### src/rtl/req_ack_pkg.sv
// rtl/req_ack_pkg.sv - shared req/ack state encoding and default widths
// Used by the responder and by the requester side benches.
package req_ack_pkg;

    localparam int LAT_W_DEF = 4;
    localparam int CNT_W_DEF = 16;

    typedef enum logic [1:0] {
        ST_IDLE    = 2'd0,
        ST_WAIT    = 2'd1,
        ST_ACK     = 2'd2,
        ST_RELEASE = 2'd3
    } state_e;

endpackage

### src/rtl/req_ack_lat_cnt.sv
// rtl/req_ack_lat_cnt.sv - loadable latency down-counter for the req/ack responder
// Ports:
//   clk, reset_n  clock, synchronous active-low reset (counter clears to 0)
//   load          load load_val this cycle (has priority over dec)
//   load_val      value to load
//   dec           decrement by one
//   is_one        counter currently holds 1
module req_ack_lat_cnt #(
    parameter int LAT_W = 4
) (
    input  logic             clk,
    input  logic             reset_n,
    input  logic             load,
    input  logic [LAT_W-1:0] load_val,
    input  logic             dec,
    output logic             is_one
);

    logic [LAT_W-1:0] cnt_q;
    logic [LAT_W-1:0] cnt_d;

    always_comb begin
        cnt_d = cnt_q;
        if (load) begin
            cnt_d = load_val;
        end else if (dec) begin
            cnt_d = cnt_q - 1'b1;
        end
    end

    always_ff @(posedge clk) begin
        if (!reset_n) begin
            cnt_q <= '0;
        end else begin
            cnt_q <= cnt_d;
        end
    end

    assign is_one = (cnt_q == {{(LAT_W-1){1'b0}}, 1'b1});

endmodule

### src/rtl/req_ack_responder.sv
// rtl/req_ack_responder.sv - req/ack responder with programmable latency, txn counter and sticky protocol error
// Ports:
//   clk, reset_n  clock, synchronous active-low reset
//   req           request from requester, held until ack is sampled
//   lat_cfg       extra wait cycles, captured only on acceptance in IDLE
//   err_clr       clears proto_err (a simultaneous new error wins)
//   ack           one-cycle acknowledge, decoded from registered state
//   busy          request accepted and not yet acknowledged (WAIT or ACK)
//   txn_count     completed handshakes, wraps silently
//   proto_err     sticky requester protocol violation
module req_ack_responder
    import req_ack_pkg::*;
#(
    parameter int LAT_W = LAT_W_DEF,
    parameter int CNT_W = CNT_W_DEF
) (
    input  logic             clk,
    input  logic             reset_n,
    input  logic             req,
    input  logic [LAT_W-1:0] lat_cfg,
    input  logic             err_clr,
    output logic             ack,
    output logic             busy,
    output logic [CNT_W-1:0] txn_count,
    output logic             proto_err
);

    state_e           state_q, state_d;
    logic [CNT_W-1:0] txn_count_q, txn_count_d;
    logic             proto_err_q, proto_err_d;

    logic cnt_load;
    logic cnt_dec;
    logic cnt_is_one;
    logic err_set;
    logic txn_done;

    req_ack_lat_cnt #(
        .LAT_W (LAT_W)
    ) u_lat_cnt (
        .clk      (clk),
        .reset_n  (reset_n),
        .load     (cnt_load),
        .load_val (lat_cfg),
        .dec      (cnt_dec),
        .is_one   (cnt_is_one)
    );

    always_comb begin
        state_d  = state_q;
        cnt_load = 1'b0;
        cnt_dec  = 1'b0;
        err_set  = 1'b0;
        txn_done = 1'b0;
        case (state_q)
            ST_IDLE: begin
                if (req) begin
                    cnt_load = 1'b1;
                    state_d  = (lat_cfg == '0) ? ST_ACK : ST_WAIT;
                end
            end
            ST_WAIT: begin
                // Requester withdrew before ack: abort without counting.
                if (!req) begin
                    err_set = 1'b1;
                    state_d = ST_IDLE;
                end else if (cnt_is_one) begin
                    state_d = ST_ACK;
                end else begin
                    cnt_dec = 1'b1;
                end
            end
            ST_ACK: begin
                if (req) begin
                    txn_done = 1'b1;
                end else begin
                    err_set = 1'b1;
                end
                state_d = ST_RELEASE;
            end
            ST_RELEASE: begin
                // A req still high here is stale; wait it out, never re-ack it.
                if (!req) begin
                    state_d = ST_IDLE;
                end else begin
                    err_set = 1'b1;
                end
            end
            default: state_d = ST_IDLE;
        endcase

        txn_count_d = txn_done ? txn_count_q + 1'b1 : txn_count_q;
        proto_err_d = err_set | (proto_err_q & ~err_clr);
    end

    always_ff @(posedge clk) begin
        if (!reset_n) begin
            state_q     <= ST_IDLE;
            txn_count_q <= '0;
            proto_err_q <= 1'b0;
        end else begin
            state_q     <= state_d;
            txn_count_q <= txn_count_d;
            proto_err_q <= proto_err_d;
        end
    end

    assign ack       = (state_q == ST_ACK);
    assign busy      = (state_q == ST_WAIT) || (state_q == ST_ACK);
    assign txn_count = txn_count_q;
    assign proto_err = proto_err_q;

endmodule

### config.mk
export PLATFORM = sky130hd
export DESIGN_NAME = req_ack_responder
export DESIGN_NICKNAME = d
export VERILOG_FILES = /design/src/rtl/req_ack_pkg.sv /design/src/rtl/req_ack_lat_cnt.sv /design/src/rtl/req_ack_responder.sv
export SDC_FILE = /design/constraint.sdc
export NUM_CORES = 1
export LEC_CHECK = 0
export BUFFER_PORTS_ARGS = -buffer_cell sky130_fd_sc_hd__buf_2
export CORE_MARGIN = 2
export CORE_UTILIZATION = 30
export DETAILED_ROUTE_END_ITERATION = 10
export GPL_ROUTABILITY_DRIVEN = 0
export GPL_TIMING_DRIVEN = 0
export PLACE_DENSITY = 0.5
export SLEW_MARGIN = 20
export SYNTH_ARGS = -nofsm -noshare
export SYNTH_HDL_FRONTEND = slang
export SYNTH_SLANG_ARGS = --single-unit
### constraint.sdc
create_clock -name clk -period 6.22 [get_ports clk]
set_clock_uncertainty 0.15 [all_clocks]
set_input_delay 0.622 -clock clk [delete_from_list [all_inputs] [get_ports clk]]
set_output_delay 0.622 -clock clk [all_outputs]
set_load 0.01 [all_outputs]
==> metrics.md <==
| Metric | Value |
|---|---|
| Critical setup path kind | `flip-flop to flip-flop` |
| Area of the placeable core | `3940 um2` |
| Number of violations of the max-capacitance limit | `0` |
| Number of hold-repair buffers added at the cts stage | `0` |
| Final antenna diode count | `0` |
| Clock Root Buffer | `sky130_fd_sc_hd__clkbuf_8` |
| Final critical-path share of the clock period | `around two fifths` |
| Detailed-route via count | `1016` |
| Total routing resource utilization after global routing | `12.8%` |
| Most frequent cells after synthesis | `sky130_fd_sc_hd__dfxtp_1 (23), sky130_fd_sc_hd__nand2_1 (13), sky130_fd_sc_hd__inv_1 (10), sky130_fd_sc_hd__and2_1 (9)` |
| Crit path launch type | `flip-flop` |
| Count of final hold-check violations | `0` |
| Predominant post-synthesis flop cell | `sky130_fd_sc_hd__dfxtp_1` |
| Port buffer count | `25` |
| Number of nets at the end of the flow | `between 150 and 200` |
| Setup_tns | `0 ns` |
| Worst Setup Slack post-DPL | `3.87 ns` |
| Remaining Overflow, GRT | `0` |
| Number of library cell types mapped by synthesis | `34` |
| Later-pin clock latency in the skew report | `0.26 ns` |
| Die Height | `67.6 um` |
| Post-CTS clock slew at the launch and capture registers of the worst setup and hold paths | `0.08 ns` |
| Worst-case reg-to-reg path depth | `6` |
| CP required | `6.24 ns` |
| CTS Sinks | `23` |
| Detailed-placement wirelength estimate | `just under 2 mm` |
| Number of synthesized flops with an enable pin | `0` |
| Die Span X | `around 68 um` |
| Effective utilization at floorplan | `30.8%` |
| Asr flop ratio synth | `0%` |
| Worst min-delay path class | `flip-flop to flip-flop` |
| Slew at the pin closest to its max-slew limit | `0.696 ns` |
| Number of vias per cell after detailed routing | `4.70` |
| Quantity of gates resized following cts | `0` |
| Average wire length per cell after detail routing | `11.6 um` |
| Residual antenna-violating net count after detailed routing | `0` |
| Largest net degree at the start of global routing | `14` |
| Worst Hold Depth | `2` |
| Flop and latch count out of synthesis | `23` |
| Headroom to the max-slew limit | `53.2%` |
| Full die area | `4570 um2` |
| Top post-synthesis cells by area | `sky130_fd_sc_hd__dfxtp_1 (38%), sky130_fd_sc_hd__ha_1 (7.2%), sky130_fd_sc_hd__xnor2_1 (5.8%)` |
| Time the worst path needs with I/O delays and setup | `about 2.4 ns` |
| Placement Cell Area | `1400 um2` |
| Post-Syn Instances | `137` |
| Cell leakage power | `0.639 nW` |
| Min Hold Slack | `0.343 ns` |
| Result of the run | `completed` |
| Avg Inst Size Synth | `slightly below 9 um2` |
| Power density of the placed cells | `277 nW/um2` |
| Most frequently used cell type in the post-synthesis netlist | `sky130_fd_sc_hd__dfxtp_1` |
| Residual DRC | `0` |
| Final Routed Wirelength | `2.50 mm` |
| Highest net fanout along the worst path | `6` |
| Peak supply drop | `0.000170 V` |
| Sequential element share of the synthesized area | `37.9%` |
| First-pass iteration count of the detailed router | `3` |
| Worst setup slack after layout | `approximately 3.8 ns` |
| H-Tree Depth | `1` |
| Num CTS Buffers | `3` |
| Nature of the critical path endpoint | `flip-flop` |
| Fraction of final layout cells with drive strength greater than 1 | `around 22%` |
| Bufs on Longest Clock Path | `2` |
| Total non-filler cell area in the finished layout | `about 1400 um2` |
| Net count of the mapped netlist | `152` |
| Global-route wire length before repair | `4.49 mm` |
| Total setup violations reported at the end of the flow | `0` |
| Area delta synth->final | `19.3%` |
| CP arrival | `approximately 2.4 ns` |
| Combined area of all synthesized cells | `1210 um2` |
| Timing-limited maximum frequency | `418 MHz` |
| Yosys synthesis warning count | `0` |
| Number of placed I/O pins | `27` |
| Antenna violations before repair | `0` |
| Cell row count | `23` |
| Final slew viol count | `0` |
| Clock tree from TritonCTS | `done` |
| Fillers | `419` |
| Unrepaired setup endpoints after global routing | `no` |
| Via count of the first global-routing pass | `1013` |
| Portion of synthesized cell area occupied by the leading cell type | `37.9%` |
| Top cell type by total area after synthesis | `sky130_fd_sc_hd__dfxtp_1` |
| Post-CTS setup buffer count | `0` |
| Starting DRT DRC Count | `51` |
==> routing by layer <==
metal	track usage, %	wire length (um)	up-vias
met5	0	0	-
met4	6.12	19	0
met3	2.33	99	2
met2	21.8	1200	17
met1	15.5	1180	471
li1	-	-	526
==> sequential cells by signal (all words and copies together) (netlist names) <==
register	flops
u_lat_cnt.cnt_q	4
txn_count	16
state_q	2
proto_err	1
==> cell type report <==
type | instances | area, um2 | share of cell area (%)
plain buffers | 3 | 18.8 | 1.30
clock buffers | 3 | 41.3 | 2.85
clock inverters | 1 | 5.00 | 0.346
inverters | 10 | 37.5 | 2.59
multi-input cells | 101 | 697 | 48.1
flip-flops and latches | 23 | 460 | 31.8
well taps | 50 | 62.6 | 4.32
repair buffers | 25 | 125 | 8.64
==> power by group <==
group	internal, mW	leakage (nW)	switching, mW
logic	0.0576	0.426	0.0675
clock network	0.0447	0.0255	0.0490
registers	0.165	0.187	0.0169
==> final timing paths <==
check	end	start	slack [ns]
setup / recovery	txn_count[12]	state_q[0]	3.83
hold / removal	txn_count[15]	txn_count[15]	0.34
setup reg to reg	txn_count[12]	state_q[0]	3.83
hold reg to reg	txn_count[15]	txn_count[15]	0.34
==> metrics by stage <==
step                instances  utilization, %  power (mW)
floorplan                 137               -       0.277
global placement          212            35.5       0.305
detailed placement        212            35.5       0.311
CTS                       216            36.7       0.408
global route              216            36.7       0.437
finish                    216            36.7       0.401
==> worst max-delay path, stage by stage, from the launching register on <==
cell	delay, ns
sky130_fd_sc_hd__dfxtp_1	0.36
sky130_fd_sc_hd__inv_1	0.10
sky130_fd_sc_hd__ha_1	0.33
sky130_fd_sc_hd__nand3_1	0.28
sky130_fd_sc_hd__nor4_1	0.69
sky130_fd_sc_hd__a31oi_1	0.18
sky130_fd_sc_hd__o21a_1	0.20
==> logic make-up after synthesis <==
| logic type | share of synthesized area (%) |
|---|---|
| DFF | 37.9 |
| AOI/OAI and AO/OA | 11.4 |
| adders and majority gates | 7.22 |
| muxes | 2.58 |
| buffers and inverters | 4.64 |
| xor gates and xnor gates | 9.38 |
| and+or+nand+nor | 26.8 |
==> layout by cell type, fill, tap and decap left out, types with 2 or more instances in the layout <==
| cell | synthesis | layout |
|---|---|---|
| sky130_fd_sc_hd__a21boi_0 | 3 | 3 |
| sky130_fd_sc_hd__o22ai_1 | 2 | 2 |
| sky130_fd_sc_hd__nand2_1 | 13 | 13 |
| sky130_fd_sc_hd__and2_1 | 9 | 9 |
| sky130_fd_sc_hd__nor2_1 | 3 | 3 |
| sky130_fd_sc_hd__nor2b_1 | 2 | 2 |
| sky130_fd_sc_hd__nor3b_1 | 2 | 2 |
| sky130_fd_sc_hd__nor3_1 | 5 | 5 |
| sky130_fd_sc_hd__xnor2_1 | 8 | 8 |
| sky130_fd_sc_hd__clkbuf_1 | 2 | 2 |
| sky130_fd_sc_hd__a21boi_1 | 2 | 2 |
| sky130_fd_sc_hd__buf_2 | 0 | 25 |
| sky130_fd_sc_hd__ha_1 | 7 | 7 |
| sky130_fd_sc_hd__xor2_1 | 5 | 5 |
| sky130_fd_sc_hd__nand3_1 | 6 | 6 |
| sky130_fd_sc_hd__nor4_1 | 3 | 3 |
| sky130_fd_sc_hd__inv_1 | 10 | 10 |
| sky130_fd_sc_hd__clkbuf_8 | 0 | 3 |
| sky130_fd_sc_hd__dfxtp_1 | 23 | 23 |
| sky130_fd_sc_hd__mux2i_1 | 2 | 2 |
| sky130_fd_sc_hd__o21ai_0 | 8 | 8 |
| sky130_fd_sc_hd__or3_1 | 4 | 4 |
| sky130_fd_sc_hd__a21oi_1 | 5 | 5 |
No activity file was read; power rests on OpenSTA's default activity.
